File: src/rtl/div_pkg.sv
// Shared definitions for the sequential divider: state encoding, default width
// and the iteration-counter width helper.
package div_pkg;

    localparam int DEF_WIDTH = 8;

    // 2'd3 is unused and steers back to IDLE.
    typedef enum logic [1:0] {
        IDLE = 2'd0,
        RUN  = 2'd1,
        DONE = 2'd2,
        RSVD = 2'd3
    } state_t;

    // Bits needed to hold n-1; never less than 1 so the counter always exists.
    function automatic int clog2(input int n);
        int w;
        w = 1;
        while ((1 << w) < n) w++;
        return w;
    endfunction

endpackage

File: src/rtl/div_sub_stage.sv
// Combinational (WIDTH+1)-bit ripple-borrow subtractor: diff = a - b.
// The LSB is a half-subtractor and every higher bit is a full-subtractor.
module div_sub_stage
    import div_pkg::*;
#(
    parameter int WIDTH = DEF_WIDTH
) (
    input  logic [WIDTH:0] a,
    input  logic [WIDTH:0] b,
    output logic [WIDTH:0] diff,
    output logic           borrow
);

    logic [WIDTH+1:1] bw;

    // Half-subtractor on bit 0.
    always_comb begin
        diff[0] = a[0] ^ b[0];
        bw[1]   = ~a[0] & b[0];
    end

    // Full-subtractor chain, borrow rippling upward.
    for (genvar i = 1; i <= WIDTH; i++) begin : g_fs
        always_comb begin
            diff[i]  = a[i] ^ b[i] ^ bw[i];
            bw[i+1]  = (~a[i] & b[i]) | (~(a[i] ^ b[i]) & bw[i]);
        end
    end

    assign borrow = bw[WIDTH+1];

endmodule

File: src/rtl/seq_div_ctrl.sv
// Sequential restoring unsigned divider with valid/ready on both sides.
// One subtractor is reused for WIDTH iterations; a zero divisor short-cuts to DONE.
//
// state | meaning
// IDLE  | in_ready=1, waiting for a request
// RUN   | one quotient bit per cycle, counter runs WIDTH-1 down to 0
// DONE  | out_valid=1, result held until out_ready
module seq_div_ctrl
    import div_pkg::*;
#(
    parameter int WIDTH = DEF_WIDTH
) (
    input  logic             clk,
    input  logic             rst_n,
    input  logic             in_valid,
    output logic             in_ready,
    input  logic [WIDTH-1:0] dividend,
    input  logic [WIDTH-1:0] divisor,
    output logic             out_valid,
    input  logic             out_ready,
    output logic [WIDTH-1:0] quotient,
    output logic [WIDTH-1:0] remainder,
    output logic             div_by_zero
);

    localparam int CNT_W = clog2(WIDTH);

    state_t             state, state_nxt;
    logic [WIDTH-1:0]   q, r, d;
    logic [CNT_W-1:0]   cnt;
    logic               dbz;
    logic [WIDTH:0]     diff;
    logic               borrow;
    logic               diff_unused;

    // diff MSB is always 0 when no borrow occurs, because the shifted remainder is < 2*D.
    assign diff_unused = diff[WIDTH];

    div_sub_stage #(.WIDTH(WIDTH)) u_sub (
        .a      ({r, q[WIDTH-1]}),
        .b      ({1'b0, d}),
        .diff   (diff),
        .borrow (borrow)
    );

    // State register.
    always_ff @(posedge clk or negedge rst_n) begin
        if (!rst_n) state <= IDLE;
        else        state <= state_nxt;
    end

    // Next-state decode and handshake outputs.
    always_comb begin
        state_nxt = state;
        in_ready  = 1'b0;
        out_valid = 1'b0;
        case (state)
            IDLE: begin
                in_ready = 1'b1;
                if (in_valid) state_nxt = (divisor == '0) ? DONE : RUN;
            end
            RUN: begin
                if (cnt == '0) state_nxt = DONE;
            end
            DONE: begin
                out_valid = 1'b1;
                if (out_ready) state_nxt = IDLE;
            end
            default: state_nxt = IDLE;
        endcase
    end

    // Datapath: operand capture, restoring iteration, zero-divisor flag.
    always_ff @(posedge clk or negedge rst_n) begin
        if (!rst_n) begin
            q   <= '0;
            r   <= '0;
            d   <= '0;
            cnt <= '0;
            dbz <= 1'b0;
        end else begin
            case (state)
                IDLE: begin
                    if (in_valid) begin
                        if (divisor == '0) begin
                            q   <= '1;
                            r   <= dividend;
                            dbz <= 1'b1;
                        end else begin
                            d   <= divisor;
                            q   <= dividend;
                            r   <= '0;
                            cnt <= CNT_W'(WIDTH - 1);
                        end
                    end
                end
                RUN: begin
                    if (!borrow) begin
                        r <= diff[WIDTH-1:0];
                        q <= {q[WIDTH-2:0], 1'b1};
                    end else begin
                        r <= {r[WIDTH-2:0], q[WIDTH-1]};
                        q <= {q[WIDTH-2:0], 1'b0};
                    end
                    if (cnt != '0) cnt <= cnt - CNT_W'(1);
                end
                DONE: begin
                    if (out_ready) dbz <= 1'b0;
                end
                default: ;
            endcase
        end
    end

    assign quotient    = q;
    assign remainder   = r;
    assign div_by_zero = dbz;

endmodule

File: config.mk
export PLATFORM = sky130hd
export DESIGN_NAME = seq_div_ctrl
export DESIGN_NICKNAME = d
export VERILOG_FILES = /design/src/rtl/div_pkg.sv /design/src/rtl/div_sub_stage.sv /design/src/rtl/seq_div_ctrl.sv
export SDC_FILE = /design/constraint.sdc
export NUM_CORES = 1
export LEC_CHECK = 0
export BUFFER_PORTS_ARGS = -buffer_cell sky130_fd_sc_hd__buf_2
export CAP_MARGIN = 20
export CORE_ASPECT_RATIO = 1.5
export CORE_UTILIZATION = 25
export CTS_BUF_LIST = sky130_fd_sc_hd__clkbuf_2
export DETAILED_ROUTE_END_ITERATION = 6
export MAX_ROUTING_LAYER = met4
export PLACE_DENSITY = 0.53
export SYNTH_ARGS = -nofsm -noshare
export SYNTH_HDL_FRONTEND = slang
export SYNTH_HIERARCHICAL = 1
export SYNTH_SLANG_ARGS = --single-unit
File: constraint.sdc
create_clock -name clk -period 4.9 [get_ports clk]
set_input_delay 0.98 -clock clk [delete_from_list [all_inputs] [get_ports clk]]
set_output_delay 0.98 -clock clk [all_outputs]
set_load 0.02 [all_outputs]
-- After elaboration in Yosys (flattened, before gate mapping)
Index checks and enable logic that the tools add are counted.
- flip-flop bits (word level): 30
- logic and storage cells: 104
- input bits: 20
- output and inout port bits: 19
- bitwise gates (word level): 55
- equality and inequality tests: 8
- reduce and logical (&&, ||, !) cells: 11
- add/subtract/negate cells: 1
- multiplexer cells: 23
- operators by type and width (kind ; count):
    $mux W8 ; 5
    $pmux W8 S2 ; 2
    $not A1 Y1 ; 17
    $and A1 B1 Y1 ; 16
    $xor A1 B1 Y1 ; 15
    $ne A2 B2 Y1 const B ; 6
    $mux W3 ; 3
    $logic_not A8 Y1 ; 1
    $mux W2 ; 4
    $reduce_and A4 Y1 ; 2
    $or A1 B1 Y1 ; 7
    $mux W1 ; 6
    $pmux W2 S3 ; 1
    $pmux W3 S2 ; 1
    $reduce_and A3 Y1 ; 2
    $reduce_bool A2 Y1 ; 2
    $logic_not A3 Y1 ; 1
    $reduce_bool A3 Y1 ; 1
    $sub A3 B1 Y3 const B ; 1
    $eq A2 B1 Y1 const B ; 1
    $eq A2 B2 Y1 const B ; 1
    $logic_not A2 Y1 ; 1
    $pmux W1 S2 ; 1
    $reduce_and A2 Y1 ; 1

-- Depth between registers and ports, before layout
- word-level depth: 19
- mapped depth: 18
- depth with buffers taken out: 17

-- Cells and area by module
Netlist, hierarchy kept.
- modules (own cells, without submodules) (module ; seq. area each (um^2) ; cells an instance ; area an instance (um^2) ; times used):
    seq_div_ctrl ; 750.7 ; 176 ; 1682.9 ; 1
    div_sub_stage ; 0.0 ; 29 ; 247.7 ; 1

-- Least setup slack after synthesis
Ideal clock, no wire load.
- path type: reg-to-reg
- start: reg q[7], in the netlist quotient[7]
- end: reg r[0], in the netlist remainder[0]
- path slack: 0.796 ns
- arrival: 3.963 ns
- cell stages (with the launch flop): 18
- required time: 4.759 ns
- clock period less this slack: 4.104 ns
- path buffers: 1
- cells stage by stage: dfrtp_1 inv_1 ha_1 inv_1 fa_1 inv_1 fa_1 fa_1 fa_1 fa_1 fa_1 fa_1 inv_1 fa_1 inv_1 clkbuf_1 o211ai_1 a31oi_1
- longest elaborated chain between the ends: 19
- elaborated cells on any way between the ends: 20
- those cells by class: 2 x mux; 18 x bitwise
- ends and longest elaborated chain (item ; line ; source):
    start, declared ; seq_div_ctrl.sv:29 ; logic [WIDTH-1:0] q, r, d;
    start signal, assigned ; seq_div_ctrl.sv:91 ; q <= dividend;
    start signal, assigned ; seq_div_ctrl.sv:100 ; q <= {q[WIDTH-2:0], 1'b1};
    start signal, assigned ; seq_div_ctrl.sv:103 ; q <= {q[WIDTH-2:0], 1'b0};
    $not A1 Y1 ; div_sub_stage.sv:19 ; bw[1] = ~a[0] & b[0];
    $and A1 B1 Y1 ; div_sub_stage.sv:19 ;
    $and A1 B1 Y1 ; div_sub_stage.sv:26 ; bw[i+1] = (~a[i] & b[i]) | (~(a[i] ^ b[i]) & bw[i]);
    $or A1 B1 Y1 ; div_sub_stage.sv:26 ;
    $and A1 B1 Y1 ; div_sub_stage.sv:26 ;
    $or A1 B1 Y1 ; div_sub_stage.sv:26 ;
    $and A1 B1 Y1 ; div_sub_stage.sv:26 ;
    $or A1 B1 Y1 ; div_sub_stage.sv:26 ;
    [... 4 more ...] ; n/a ;
    $and A1 B1 Y1 ; div_sub_stage.sv:26 ;
    $or A1 B1 Y1 ; div_sub_stage.sv:26 ;
    $and A1 B1 Y1 ; div_sub_stage.sv:26 ;
    $or A1 B1 Y1 ; div_sub_stage.sv:26 ;
    $and A1 B1 Y1 ; div_sub_stage.sv:26 ;
    via borrow ; seq_div_ctrl.sv:33 ; logic borrow;
    $mux W8 ; seq_div_ctrl.sv:98 ; if (!borrow) begin
    $pmux W8 S2 ; seq_div_ctrl.sv:82 ; case (state)
    end signal, assigned ; seq_div_ctrl.sv:87 ; r <= dividend;
    end signal, assigned ; seq_div_ctrl.sv:99 ; r <= diff[WIDTH-1:0];
    end signal, assigned ; seq_div_ctrl.sv:102 ; r <= {r[WIDTH-2:0], q[WIDTH-1]};
    end, declared ; seq_div_ctrl.sv:29 ;
The timed path passes the listed nets, and every way through them passes these cells.
A chain may end at the register's enable or synchronous reset.

-- Final worst setup path
- start: reg q[7], in the netlist quotient[7]
- end: reg q[0], in the netlist quotient[0]
- longest elaborated chain between the ends: 19
- ends and longest elaborated chain (item ; line):
    $not A1 Y1 ; div_sub_stage.sv:19
    $and A1 B1 Y1 ; div_sub_stage.sv:19
    $and A1 B1 Y1 ; div_sub_stage.sv:26
    $or A1 B1 Y1 ; div_sub_stage.sv:26
    $and A1 B1 Y1 ; div_sub_stage.sv:26
    $or A1 B1 Y1 ; div_sub_stage.sv:26
    $and A1 B1 Y1 ; div_sub_stage.sv:26
    $or A1 B1 Y1 ; div_sub_stage.sv:26
    [... 4 more ...] ; n/a
    $and A1 B1 Y1 ; div_sub_stage.sv:26
    $or A1 B1 Y1 ; div_sub_stage.sv:26
    $and A1 B1 Y1 ; div_sub_stage.sv:26
    $or A1 B1 Y1 ; div_sub_stage.sv:26
    $and A1 B1 Y1 ; div_sub_stage.sv:26
    via borrow ; seq_div_ctrl.sv:33
    $mux W1 ; seq_div_ctrl.sv:98
    $pmux W8 S2 ; seq_div_ctrl.sv:82
The timed path passes the listed nets, and every way through them passes these cells.

==> impl_metrics.py <==
metrics = {
    "final_layout": {
        "fin_util_pct": 30.3,
        "layout-drive-gt1-share_pct": 23.7,
        "nNetsFinal": 268,
        "area_delta_synth_final_pct": 15.6,
    },
    "routing": {
        "viasPerCell": 4.77,
        "vias": 1606,
        "drt_iter0_markers": 82,
        "dr.pass1.iters": 4,
        "drt_wl_total_um": 5010,
        "drt.antenna.violating_nets": 0,
        "drc": 0,
        "wire_per_inst_um": 14.9,
    },
    "floorplanning": {
        "rows": 38,
        "die_w_um": 73.8,
        "core-area_um2": 7370,
        "initial_core_util_pct": 26.2,
        "die_h_um": 110,
        "die_area_um2": 8080,
        "io_pins": 39,
    },
    "worst_setup_path": {
        "critPathMaxFanout": 17,
        "cp-endpoint": "quotient[0]",
        "cpMaxStageDelayCell": "dfrtp_1",
        "critPathLaunch": "quotient[7]",
        "cp.required_ns": 5.21,
        "end_kind": "flop",
        "critPathMaxStageDelay_ns": 0.41,
        "cp-start-kind": "flop",
        "r2r-start": "quotient[7]",
        "r2r_end": "quotient[0]",
        "crit_type": "flop to flop",
        "ff2ff_path_depth": 17,
        "cp_common_cell": "fa_1",
        "crit_chain": "inv_1 -> ha_1 -> inv_1 -> fa_1 -> inv_1 -> fa_1 -> fa_1 -> fa_1 -> fa_1 -> fa_1 -> fa_1 -> inv_1 -> fa_1 -> inv_1 -> nand2b_1 -> a21oi_1 -> a22o_1",
        "r2r_setup_slack_ns": 0.65,
        "crit_arrival_ns": 4.56,
    },
    "cts": {
        "clk_latency_ns": 0.37,
        "clk_path_buf_depth": 2,
        "clk_pin_slew_worst_paths_ns": 0.15,
        "postCtsHoldBufs": 0,
        "cts_buffers": 5,
        "cts_root_buf": "clkbuf_2",
        "cts_resized": 0,
        "ctsHtreeMaxLevel": 2,
        "postCtsSetupBuffers": 0,
        "clkSinkCount": 30,
        "cts_tree": "yes",
    },
    "grt": {
        "overflow": 0,
        "grt.total_usage_pct": 13.4,
        "grt_pass1_wl_um": 7730,
        "use_met2_pct": 22.1,
        "met3_usage_pct": 2.02,
        "grt_pass1_vias": 1553,
        "antenna_found_initial": 1,
        "grt_use_met1_pct": 16.2,
        "grt-busiest-layer": "met2",
        "grt_max_degree": 31,
    },
    "placed_design": {
        "place_congestion": 0.795,
        "dpl.hpwl_um": 3630,
        "port_buffers": 38,
        "pre_cts_ws_ns": 0.673,
    },
    "synth": {
        "ys_ff_latch": 30,
        "yosys.area_share.simple_pct": 16.7,
        "seq_area_frac_synth_pct": 38.9,
        "netlist-cell-type-count": 32,
        "synth_compound_area_share_pct": 19.7,
        "syn_inst": 205,
        "avgSynthCellArea_um2": 9.42,
        "synth_top_family_by_area": "compound AO/OA/AOI/OAI gates",
        "async_reset_ff_share_pct": 100,
        "synth-adder-area-share_pct": 10.2,
        "synth.cell_area_um2": 1930,
        "synthXorXnorAreaFrac_pct": 0,
        "synth-main-ff-cell": "dfrtp_1",
        "synth_fp_nets": 236,
        "yosysWarningCount": 6,
        "synth_edf_count": 0,
        "synth_mux_area_share_pct": 6.22,
    },
    "job": {
        "maxCapViolations": 0,
    },
    "power": {
        "leakagePower_nw": 1.03,
        "seqPwrFrac_pct": 33.2,
        "clkPwrFrac_pct": 7.6,
        "peakVddDrop_mv": 0.220,
        "p_switching_mw": 0.718,
        "intPower_mw": 0.800,
        "power_frac_comb_pct": 59.1,
        "power-per-cell-area_nw_per_um2": 680,
        "netSwitchingFraction_pct": 47.3,
        "p_total_mw": 1.52,
    },
    "timing": {
        "fmax_ghz": 0.235,
        "fin_crit_ns": 4.25,
        "tns_ns": 0,
        "worst_pin_slew_ns": 1.03,
        "post-route-period-util_pct": 86.8,
        "fin_worst_skew_ns": 0.0304,
        "finalSetupViolCount": 0,
        "maxSlewHeadroom_pct": 30.5,
        "drv_slew": 0,
        "finalWorstSetupSlack_ns": 0.649,
        "rsz0062_at_grt": "false",
        "final_hold_viol_count": 0,
    },
    "worst_hold_path": {
        "hp-class": "flop to flop",
    },
    "run_status": {
        "status": "completed",
    },
}
==> cells by family after synthesis <==
| kind of cell | Yosys count |
|---|---|
| buf+inv | 39 |
| compound gates | 57 |
| flops | 30 |
| simple gates | 59 |
| fa+ha+maj | 11 |
| other cells | 1 |
| mux | 8 |
==> metrics by stage <==
stage	area (µm²)	std cells	hold WS (ns)
2_1_floorplan	1930	205	0.481
3_3_place_gp	2200	330	0.501
3_5_place_dp	2200	330	0.506
4_1_cts	2230	336	0.546
5_1_grt	2230	337	0.566
6_report	2230	337	0.543
==> state kept, by name, indices dropped and copies added (netlist names) <==
name and cells:
cnt 3, quotient 8, state 2, d 8, remainder 8, div_by_zero 1
==> worst min-delay path by stage <==
stage / depth (start not counted) / start / slack, ns / to
2_1_floorplan: 1 / d[1] / 0.48 / d[1]
3_3_place_gp: 1 / d[1] / 0.50 / d[1]
3_5_place_dp: 1 / quotient[3] / 0.51 / quotient[3]
4_1_cts: 1 / d[1] / 0.55 / d[1]
5_1_grt: 1 / d[1] / 0.57 / d[1]
6_report: 1 / quotient[3] / 0.54 / quotient[3]
==> layer usage <==
| layer | vias up | wire, µm |
|---|---|---|
| met5 | - | 0 |
| met4 | 0 | 78 |
| met3 | 6 | 112 |
| met2 | 28 | 2630 |
| met1 | 803 | 2190 |
| li1 | 769 | - |
==> Yosys cell counts (2+ instances only) <==
library cell | instances | area share (%)
dfrtp_1 | 30 | 39
inv_1 | 24 | 4.7
nor2_1 | 19 | 3.7
a21oi_1 | 15 | 3.9
clkbuf_1 | 12 | 2.3
nand2b_1 | 11 | 3.6
a31oi_1 | 9 | 2.9
o21ai_0 | 9 | 2.3
a22o_1 | 8 | 3.6
fa_1 | 8 | 8.3
mux2_4 | 8 | 6.2
nand2_1 | 8 | 1.6
nand4b_1 | 8 | 3.6
o211ai_1 | 8 | 3.1
ha_1 | 3 | 1.9
nor2b_1 | 3 | 0.97
and3_1 | 2 | 0.65
buf_2 | 2 | 0.52
nand3_1 | 2 | 0.52
nor4_1 | 2 | 0.65
o21bai_1 | 2 | 0.78
or4_1 | 2 | 0.78
==> cells in the final DEF, fill, tap and decap left out, drive strengths merged, types with 2 or more instances in the layout <==
master / instances
a31oi: 9
nand4b: 8
or4: 2
dfrtp: 30
mux2: 8
nand2b: 11
a22o: 8
buf: 40
and3: 2
fa: 8
o21ai: 10
nor2: 19
a21oi: 15
nor2b: 3
nor4: 2
inv: 24
o211ai: 8
nand3: 2
o21bai: 2
clkbuf: 5
ha: 3
nand2: 8
==> worst max-delay path, delay by kind of cell, from the launching register on <==
kind                     cells  cell delay (ns)
AND/OR/NAND/NOR              1             0.23
adder cells (fa/ha/maj)      9             2.85
flip-flops                   1             0.41
AO/OA/AOI/OAI                2             0.28
buffers and inverters        5             0.46
==> cell type report <==
class	count	area [µm²]
diodes	1	2.50
clock buffers	5	25.0
clock inverters	1	3.75
fillers	800	5140
inverters	24	90.1
multi-input cells	136	1030
flip-flops and latches	30	751
well taps	100	125
repair buffers	40	205
==> power groups by stage <==
stage	clock, mW	sequential, mW	combinational, mW
floorplan	0	0.534	0.638
global placement	0	0.514	0.883
detailed placement	0	0.512	0.900
CTS	0.120	0.509	0.904
global route	0.126	0.528	1.00
finish	0.116	0.504	0.897
Power figures use the tool's default switching activity.
